$ cat src/rtl/if_pkg.sv
// Shared types and constants for the if_prefetch instruction-fetch unit.
package if_pkg;

   typedef enum logic [1:0] {
      IDLE  = 2'd0,
      REQ   = 2'd1,
      DRAIN = 2'd2
   } fetch_state_t;

   typedef struct packed {
      logic [31:0] pc;
      logic [31:0] ir;
      logic        fault;
   } if_entry_t;

   localparam logic [31:0] NOP_INSN = 32'h0000_0013;

   function automatic logic [31:0] word_align(input logic [31:0] addr);
      return addr & 32'hFFFF_FFFC;
   endfunction

endpackage

$ cat src/rtl/if_fifo.sv
// Prefetch FIFO: power-of-two depth, generic entry type, synchronous flush.
// Push and pop in the same cycle while full is allowed and leaves the count unchanged.
module if_fifo #(
   parameter int  DEPTH   = 4,
   parameter type entry_t = logic [64:0]
) (
   input  logic                   clk,
   input  logic                   rst,
   input  logic                   flush,
   input  logic                   push,
   input  entry_t                 push_data,
   input  logic                   pop,
   output entry_t                 head,
   output logic                   empty,
   output logic                   full,
   output logic [$clog2(DEPTH):0] count
);

   localparam int AW = $clog2(DEPTH);
   localparam logic [AW:0] FULL_CNT = (AW + 1)'(DEPTH);

   entry_t        mem [DEPTH];
   logic [AW-1:0] wr_ptr;
   logic [AW-1:0] rd_ptr;
   logic [AW:0]   cnt;
   logic          do_push;
   logic          do_pop;

   assign empty   = (cnt == '0);
   assign full    = (cnt == FULL_CNT);
   assign do_pop  = pop & ~empty;
   assign do_push = push & (~full | do_pop);
   assign head    = mem[rd_ptr];
   assign count   = cnt;

   // NOTE: storage is deliberately not reset; only the pointers and count define validity.
   always_ff @(posedge clk) begin
      if (do_push && !flush) mem[wr_ptr] <= push_data;
   end

   always_ff @(posedge clk or posedge rst) begin
      if (rst) begin
         wr_ptr <= '0;
         rd_ptr <= '0;
         cnt    <= '0;
      end else if (flush) begin
         wr_ptr <= '0;
         rd_ptr <= '0;
         cnt    <= '0;
      end else begin
         if (do_push) wr_ptr <= wr_ptr + 1'b1;
         if (do_pop)  rd_ptr <= rd_ptr + 1'b1;
         case ({do_push, do_pop})
            2'b10:   cnt <= cnt + 1'b1;
            2'b01:   cnt <= cnt - 1'b1;
            default: ;
         endcase
      end
   end

endmodule

$ cat src/rtl/if_prefetch.sv
// Instruction prefetch unit: single-outstanding Wishbone classic fetch master,
// prefetch FIFO and pipeline output register. Define IF_PREFETCH_ERR_EN to report bus errors.
module if_prefetch
   import if_pkg::*;
#(
   parameter int          DEPTH    = 4,
   parameter logic [31:0] RESET_PC = 32'h0000_0000
) (
   input  logic        iClk,
   input  logic        iRst,
   input  logic        iEn,
   input  logic        iStall,
   input  logic        iRedirect,
   input  logic [31:0] iRedirectPC,
   output logic        oWB_CYC,
   output logic        oWB_STB,
   output logic [31:0] oWB_ADR,
   input  logic        iWB_ACK,
   input  logic        iWB_ERR,
   input  logic [31:0] iWB_DAT,
   output logic        oValid,
   output logic [31:0] oPC,
   output logic [31:0] oPC4,
   output logic [31:0] oIR,
   output logic        oFault,
   output logic        oStall
);

`ifdef IF_PREFETCH_ERR_EN
   localparam bit ERR_EN = 1'b1;
`else
   localparam bit ERR_EN = 1'b0;
`endif

   localparam int            CW        = $clog2(DEPTH) + 1;
   localparam logic [CW-1:0] LAST_FREE = CW'(DEPTH - 1);

   fetch_state_t  state_q, state_d;
   logic [31:0]   pc_q, pc_d;
   logic [31:0]   drain_adr_q, drain_adr_d;
   logic          halt_q, halt_d;
   logic          bus_req;
   logic          push;
   if_entry_t     push_entry;
   if_entry_t     head;
   logic          pop;
   logic          fifo_empty;
   logic          fifo_full;
   logic [CW-1:0] fifo_count;
   logic          err;
   logic          term;
   logic          launch_ok;
   logic          room_after_ack;
   logic [31:0]   target;
   logic          fault_q;

   assign target    = word_align(iRedirectPC);
   assign err       = ERR_EN & iWB_ERR & ~iWB_ACK;
   assign term      = iWB_ACK | err;
   assign pop       = ~iRedirect & ~iStall & ~fifo_empty;
   assign launch_ok = iEn & ~iRedirect & ~halt_q & ~fifo_full;
   // After a push the FIFO must still have a slot free before another request may go out.
   assign room_after_ack = pop | (fifo_count < LAST_FREE);

   if_fifo #(
      .DEPTH   (DEPTH),
      .entry_t (if_entry_t)
   ) u_fifo (
      .clk       (iClk),
      .rst       (iRst),
      .flush     (iRedirect),
      .push      (push),
      .push_data (push_entry),
      .pop       (pop),
      .head      (head),
      .empty     (fifo_empty),
      .full      (fifo_full),
      .count     (fifo_count)
   );

   // NOTE: every signal written here gets a default first, so no path can infer a latch.
   always_comb begin
      state_d     = state_q;
      pc_d        = pc_q;
      drain_adr_d = drain_adr_q;
      halt_d      = halt_q;
      bus_req     = 1'b0;
      push        = 1'b0;
      push_entry  = '{pc: pc_q, ir: iWB_DAT, fault: 1'b0};
      case (state_q)
         IDLE: begin
            if (iRedirect) begin
               pc_d    = target;
               halt_d  = 1'b0;
               state_d = iEn ? REQ : IDLE;
            end else if (launch_ok) begin
               state_d = REQ;
            end
         end
         REQ: begin
            bus_req = 1'b1;
            if (iRedirect) begin
               pc_d   = target;
               halt_d = 1'b0;
               if (term) begin
                  state_d = iEn ? REQ : IDLE;
               end else begin
                  drain_adr_d = pc_q;
                  state_d     = DRAIN;
               end
            end else if (iWB_ACK) begin
               push    = 1'b1;
               pc_d    = pc_q + 32'd4;
               state_d = (iEn && !halt_q && room_after_ack) ? REQ : IDLE;
            end else if (err) begin
               push       = 1'b1;
               push_entry = '{pc: pc_q, ir: NOP_INSN, fault: 1'b1};
               halt_d     = 1'b1;
               state_d    = IDLE;
            end
         end
         DRAIN: begin
            bus_req = 1'b1;
            if (iRedirect) begin
               pc_d   = target;
               halt_d = 1'b0;
            end
            if (term) state_d = iEn ? REQ : IDLE;
         end
         default: state_d = IDLE;
      endcase
   end

   // NOTE: sequential state uses non-blocking assignments only.
   always_ff @(posedge iClk or posedge iRst) begin
      if (iRst) begin
         state_q     <= IDLE;
         pc_q        <= word_align(RESET_PC);
         drain_adr_q <= '0;
         halt_q      <= 1'b0;
      end else begin
         state_q     <= state_d;
         pc_q        <= pc_d;
         drain_adr_q <= drain_adr_d;
         halt_q      <= halt_d;
      end
   end

   // Output pipeline register; a redirect squashes it regardless of iStall.
   always_ff @(posedge iClk or posedge iRst) begin
      if (iRst) begin
         oValid  <= 1'b0;
         oPC     <= RESET_PC;
         oPC4    <= RESET_PC + 32'd4;
         oIR     <= NOP_INSN;
         fault_q <= 1'b0;
      end else if (iRedirect) begin
         oValid  <= 1'b0;
         oIR     <= NOP_INSN;
         fault_q <= 1'b0;
      end else if (!iStall) begin
         if (!fifo_empty) begin
            oValid  <= 1'b1;
            oPC     <= head.pc;
            oPC4    <= head.pc + 32'd4;
            oIR     <= head.ir;
            fault_q <= head.fault;
         end else begin
            oValid  <= 1'b0;
            oIR     <= NOP_INSN;
            fault_q <= 1'b0;
         end
      end
   end

   assign oFault  = ERR_EN & fault_q;
   assign oWB_CYC = bus_req;
   assign oWB_STB = bus_req;
   assign oWB_ADR = (state_q == DRAIN) ? drain_adr_q : pc_q;
   assign oStall  = fifo_empty & ~oValid & ~iRedirect;

endmodule

$ cat config.mk
export PLATFORM = sky130hd
export DESIGN_NAME = if_prefetch
export DESIGN_NICKNAME = d
export VERILOG_FILES = /design/src/rtl/if_pkg.sv /design/src/rtl/if_fifo.sv /design/src/rtl/if_prefetch.sv
export SDC_FILE = /design/constraint.sdc
export NUM_CORES = 1
export LEC_CHECK = 0
export BUFFER_PORTS_ARGS = -buffer_cell sky130_fd_sc_hd__buf_2
export CAP_MARGIN = 25
export CORE_MARGIN = 4
export CORE_UTILIZATION = 45
export CTS_BUF_LIST = sky130_fd_sc_hd__clkbuf_4
export DETAILED_ROUTE_END_ITERATION = 6
export PLACE_DENSITY = 0.73
export SLEW_MARGIN = 20
export SYNTH_ARGS = -nofsm -noshare
export SYNTH_HDL_FRONTEND = slang
export SYNTH_SLANG_ARGS = --single-unit
$ cat constraint.sdc
create_clock -name iClk -period 4.8 [get_ports iClk]
set_clock_uncertainty 0.05 [all_clocks]
set_input_delay 0.72 -clock iClk [delete_from_list [all_inputs] [get_ports iClk]]
set_output_delay 0.72 -clock iClk [all_outputs]
set_load 0.005 [all_outputs]
-- After elaboration in Yosys (flattened, before gate mapping)
Memory sizes are Yosys's and may differ from the RTL's.
Cells that the tools add are included.
- $add $sub $neg: 6
- multipliers: 0
- div/mod/pow operators: 0
- magnitude comparators: 1
- equal/unequal tests: 10
- shift operators: 0
- multiplexer cells: 32
- bitwise gates (word level): 16
- reductions and logical operators: 15
- operators by type and width (cell ; number):
    two-way mux 32 bit ; 7
    adder 32 x 3 -> 32 bit (second input constant) ; 2
    case mux 32 bit (2 select lines) ; 1
    two-way mux 2 bit ; 10
    AND reduction 3 bit ; 4
    two-way mux 1 bit ; 11
    AND 1 bit ; 8
    != test 3 bit (second input constant) ; 2
    inverter 1 bit ; 6
    case mux 2 bit (3 select lines) ; 1
    case mux 3 bit (2 select lines) ; 1
    nonzero test 2 bit ; 3
    adder 2 x 1 -> 2 bit (second input constant) ; 2
    equality test 2 x 1 -> 1 bit (second input constant) ; 2
    equality test 2 bit (second input constant) ; 2
    != test 2 x 1 -> 1 bit (second input constant) ; 2
    OR reduction 2 bit ; 2
    adder 3 x 1 -> 3 bit (second input constant) ; 1
    equality test 3 bit (second input constant) ; 1
    zero test 3 bit ; 1
    < comparator 3 x 2 -> 1 bit (second input constant) ; 1
    two-way mux 3 bit ; 1
    nonzero test 3 bit ; 1
    subtractor 3 x 1 -> 3 bit (second input constant) ; 1
    5 further kinds ; 7
- flip-flop bits (word level): 170
- bits in latches: 0
- RAM bits: 256
- bits in read-only memories: 0
- bits of input ports: 71
- output and inout port bits: 133
- memories kept: 1
- memories (memory ; words ; width ; rd ports ; clocked after memory_dff ; wr ports ; RTL line ; text):
    u_fifo.mem ; 4 ; 64 ; 1 ; 0 ; 1 ; if_fifo.sv:22 ; entry_t mem [DEPTH];

-- Longest topological paths before layout
- word-level depth: 9
- mapped depth: 9
- depth with buffers taken out: 9

-- Modules after synthesis
Synthesis repeated with hierarchy kept, for this count alone.
- cell total of the unflattened synthesis: 1171
- area, all modules: 17693.2 um2
- modules (own cells, without submodules) (module ; instances ; cells each ; area an instance (um2) ; seq. area each (um2)):
    if_fifo ; 1 ; 405 ; 9939.5 ; 7982.7
    if_prefetch ; 1 ; 766 ; 7753.7 ; 3933.8

-- Least setup slack after synthesis
OpenSTA, ideal clock, no wires.
- path kind: in2reg
- start point: input port iWB_ACK
- end point: memory u_fifo.mem[0][0] (netlist name), enable pin
- setup time: 0.427 ns
- arrival time: 2.698 ns
- slack: 1.625 ns
- stages on the path: 3
- path buffers: 0
- path through: nand2_1 a21oi_1 and3_1
- word-level cells in the longest chain between the ends: 7
- RTL lines (element ; RTL line ; text):
    start: declaration ; if_prefetch.sv:18 ; input logic iWB_ACK,
    two-way mux 1 bit ; if_prefetch.sv:111 ; end else if (iWB_ACK) begin
    two-way mux 1 bit ; if_prefetch.sv:102 ; if (iRedirect) begin
    two-way mux 1 bit ; if_prefetch.sv:90 ; case (state_q)
    AND 1 bit ; if_fifo.sv:32 ; assign do_push = push & (~full | do_pop);
    logical AND 1 bit ; if_fifo.sv:38 ; if (do_push && !flush) mem[wr_ptr] <= push_data;
    two-way mux 1 bit ; if_fifo.sv:38 ;
    two-way mux 1 bit (implied by the code) ; if_fifo.sv:38 ;
    end: declaration ; if_fifo.sv:22 ;
Every way passes these cells.

-- Final worst setup path
- start point: register state_q[0]
- end point: output port oWB_ADR[22]
- word-level cells in the longest chain between the ends: 2
- RTL lines (element ; RTL line ; text):
    start: declaration ; if_prefetch.sv:38 ; fetch_state_t state_q, state_d;
    start signal: assignment ; if_prefetch.sv:142 ; state_q <= state_d;
    equality test 2 bit ; if_prefetch.sv:179 ; assign oWB_ADR = (state_q == DRAIN) ? drain_adr_q : pc_q;
    two-way mux 32 bit ; if_prefetch.sv:179 ;
    end: declaration ; if_prefetch.sv:17 ; output logic [31:0] oWB_ADR,
Every way passes these cells.

==> summary by stage <==
Outcome
The run finished with clean final reports.

Floorplan
The die height is 203 um. The region available for standard cell placement spans 37500 um^2. The overall die area is 41100 um^2. The cell row count is 71. The x dimension of the die is 203 um.

The number of top-level design ports is 204. The effective utilization at floorplan is 45.5%.

Setup path
The category of the worst setup path capture point is an output pin. Data on the critical path is required at its endpoint by 4.03 ns. In this run the worst path has a maximum fanout of 35.

The critical path launch point type is a flip-flop. At the worst endpoint, the arrival time is 2.47 ns. The startpoint identified for the worst register-to-register timing path is u_fifo.rd_ptr[0]. The setup path with the least slack is of type flip-flop to output pin. The worst-case reg-to-reg path depth is 7. In this run the critical register-to-register path is captured at oPC4[20]. The register-to-register setup slack is 1.58 ns.

Place
After legalization and detailed placement, the total HPWL measured 24.6 mm. Counting tap cells, the placed design contains a total of 1793 instances. The count of buffers added on input and output ports is 193. At the end of routability-driven placement, the weighted congestion stood at 0.780.

Worst hold path
The worst min-delay path class is input port to flip-flop. The worst hold path begins at iWB_DAT[14]. Counting instances, the worst hold path has a depth of 1. The worst min-delay path endpoint is u_fifo.mem[1][14].

Detailed routing
The detail route stage leaves a number of antenna-violating nets equal to 0. After detailed routing, the number of remaining DRC violations is 0. The average vias per placed instance is 5.37. The first TritonRoute pass finished after 4 iterations.

Detailed routing inserted a total of 10.7k vias. The total wire length is 38.8 mm. The average detailed-routed wire length per instance is 19.4 um.

For this block, the initial DRC count from the detailed router was 530.

CTS
The cell chosen for the clock root is clkbuf_4. The clock tree synthesis step divided the H-tree into 3 levels. The number of gates resized after cts is 0.

The clock latency on the worst-skew pair is 0.77 ns. The total number of clock tree sinks is 410. The clock passes through at most 3 buffers.

The TritonCTS buffer count is 104. The number of post-CTS setup repair buffers is 0. The hold buffer count at CTS is 0. TritonCTS built the clock tree.

The clock transition at the registers of the reported paths is 0.08 ns.

Yosys
In this run the biggest area consumer among cell types represents 43.6% of the synthesized area. Counting distinct cell types in the post-synthesis netlist gives 62. Counting flops with a built-in enable in the synthesized netlist gives 248. Sorting the synthesized cells by area gives the leading types as edfxtp_1 (44%), dfrtp_1 (23%), mux4_2 (7.7%), mux2_2 (3.8%), nand2_1 (3.1%). In the synthesized netlist the dominant register cell turns out to be edfxtp_1.

For this run, the register share of the synthesized area comes to 67.4%. During synthesis, Yosys emitted a total of 0 warnings. For this run, asynchronously set or reset flops after synthesis account for 39.5%. After technology mapping, the gate count stands at 1139. The biggest area consumer among synthesized cells is edfxtp_1.

The cell area that synthesis handed to floorplanning was 17100 um^2. In this run the mean area of a mapped cell was 15.0 um^2. The synthesized design contains 410 register bits.

Global routing
The met3 track utilization from global routing is 4.94%. The all-layer global routing usage is 18.9%. The busiest layer in global routing is met2.

Entering global routing, the biggest net connects 163 pins. For this run the aggregate overflow at the end of global routing stands at 0. The number of global-route vias before repair is 11.0k.

The first global-routing pass estimated 60.7 mm of wire. Global routing used 29.1% of the available met2 tracks. In the global route stage, met1 resource usage came out at 26.5%. The initial antenna violation count is 5.

Timing
Headroom to the max-slew limit came out at 33.5%. The portion of the clock cycle consumed by the worst path in the final layout is 67.6%. Setup repair after global routing left no endpoint under its margin.

The number of hold violations in the final report was 0. For the pin with the worst max-slew slack, the measured transition is 0.998 ns. The final number of max-transition violations is 0. Derived from the worst setup path, the maximum achievable clock frequency is 0.308 GHz. The clock period minus worst slack is 3.24 ns. The setup-violating endpoint count in the final report is 0. The worst hold slack is 0.125 ns. Summed over all failing endpoints, the final setup total negative slack is 0 ns.

Power
Power spread over the standard cell area amounts to 570 nW/um^2. For this design the static power due to leakage is 0.00782 uW. VDD sags by at most 397 uV.

Layout
Measured on the finished design, the core utilization comes to 53.4%. After the flow finishes, the layout carries non-filler instances totaling 1995. The ratio of cells with drive above 1 in the final layout is 36.3%. The relative area change from synthesis to final layout is 17.3%.

At the end of the flow, the number of nets in the layout was 1470.

Job
Max-cap violations in this run came to 0.
==> registers in the layout, summed over array words and instances, names as in the netlist <==
register / flops
u_fifo.wr_ptr: 2
state_q: 2
oPC4: 30
oIR: 32
pc_q: 30
u_fifo.count: 3
oValid: 1
u_fifo.rd_ptr: 2
oPC: 30
drain_adr_q: 30
u_fifo.mem: 248
==> cells in the final DEF, fill, tap and decap left out, types with 12 or more instances in the layout <==
cell type	count
edfxtp_1	248
buf_2	193
clkbuf_4	168
dfrtp_1	156
nand2_1	142
mux4_2	58
mux2_2	58
o21ai_0	46
a21oi_1	40
nor2_1	34
a22o_1	30
nand3_1	27
clkinv_1	19
a31oi_1	18
buf_4	17
inv_1	16
and3_1	12
nand4_1	12
xor2_1	12
==> report_power, final <==
group | internal, uW | leakage [uW] | switching [uW]
registers | 4590 | 0.00422 | 774
logic | 1420 | 0.00273 | 1490
clock network | 1750 | 0.000869 | 1390
total | 7750 | 0.00782 | 3660
==> metrics by stage <==
step | cell area (um^2) | setup slack [ns] | total power, uW
global route | 20000 | 1.32 | 12100
finish | 20000 | 1.56 | 11400
CTS | 20000 | 1.49 | 11500
floorplan | 17100 | 1.63 | 7150
detailed placement | 18500 | 1.54 | 8370
global placement | 18500 | 1.57 | 8240
==> metal layers <==
layer	part of all wire, %	vias to the layer above	routed length [um]
li1	-	4942	-
met1	45	5354	17600
met2	46	360	18000
met3	6.3	55	2450
met4	1.9	2	731
met5	0.018	-	7
==> cell usage after synthesis, types with 9 or more instances <==
| cell type | count |
|---|---|
| mux2_2 | 58 |
| a31oi_1 | 18 |
| a21oi_1 | 41 |
| nand2_1 | 142 |
| inv_1 | 17 |
| mux4_2 | 58 |
| nor2_1 | 34 |
| nand4_1 | 12 |
| dfrtp_1 | 158 |
| o31ai_1 | 9 |
| clkbuf_1 | 45 |
| a2bb2oi_1 | 10 |
| and3_1 | 16 |
| nand3_1 | 27 |
| edfxtp_1 | 248 |
| buf_4 | 11 |
| xor2_1 | 12 |
| ha_1 | 10 |
| o21ai_0 | 46 |
| or4_1 | 10 |
| a22o_1 | 30 |
==> logic make-up (layout without fill, tap and decap cells) <==
family	Yosys count	count (layout)	synth area share [%]
flip-flops	410	410	67.4
AND/OR/NAND/NOR	292	292	8.47
XOR/XNOR	16	16	0.821
AO/OA/AOI/OAI	191	191	7.44
adder cells (fa/ha/maj)	11	11	0.851
buffers and inverters	93	427	2.56
other	1	12	0.0220
multiplexers	125	125	12.4
==> worst max path at each step <==
stage                           startpoint               end  slack (ns)  depth (start not counted)
after floorplan                    iWB_ACK  u_fifo.mem[0][0]        1.63                          3
after global placement    u_fifo.rd_ptr[0]          oPC4[30]        1.57                          6
after detailed placement  u_fifo.rd_ptr[0]          oPC4[20]        1.54                          7
after CTS                       state_q[0]       oWB_ADR[22]        1.49                          5
after global routing      u_fifo.rd_ptr[0]          oPC4[30]        1.32                          6
final                           state_q[0]       oWB_ADR[22]        1.56                          5
==> critical path, stage by stage (launching register included) <==
cell	delay (ns)
dfrtp_1	0.46
inv_1	0.12
ha_1	0.17
buf_4	0.41
mux2_2	0.41
buf_2	0.13
==> layout make-up <==
class / instances / area [um^2]
antenna: 5 / 12.5
clock buffer: 168 / 1260
clock inverter: 29 / 198
fill: 3164 / 17500
inverter: 17 / 67.6
multi-input combinational: 642 / 5170
sequential: 410 / 11500
tap: 511 / 639
timing repair buffer: 213 / 1150
(Power assumes the default switching activity.)
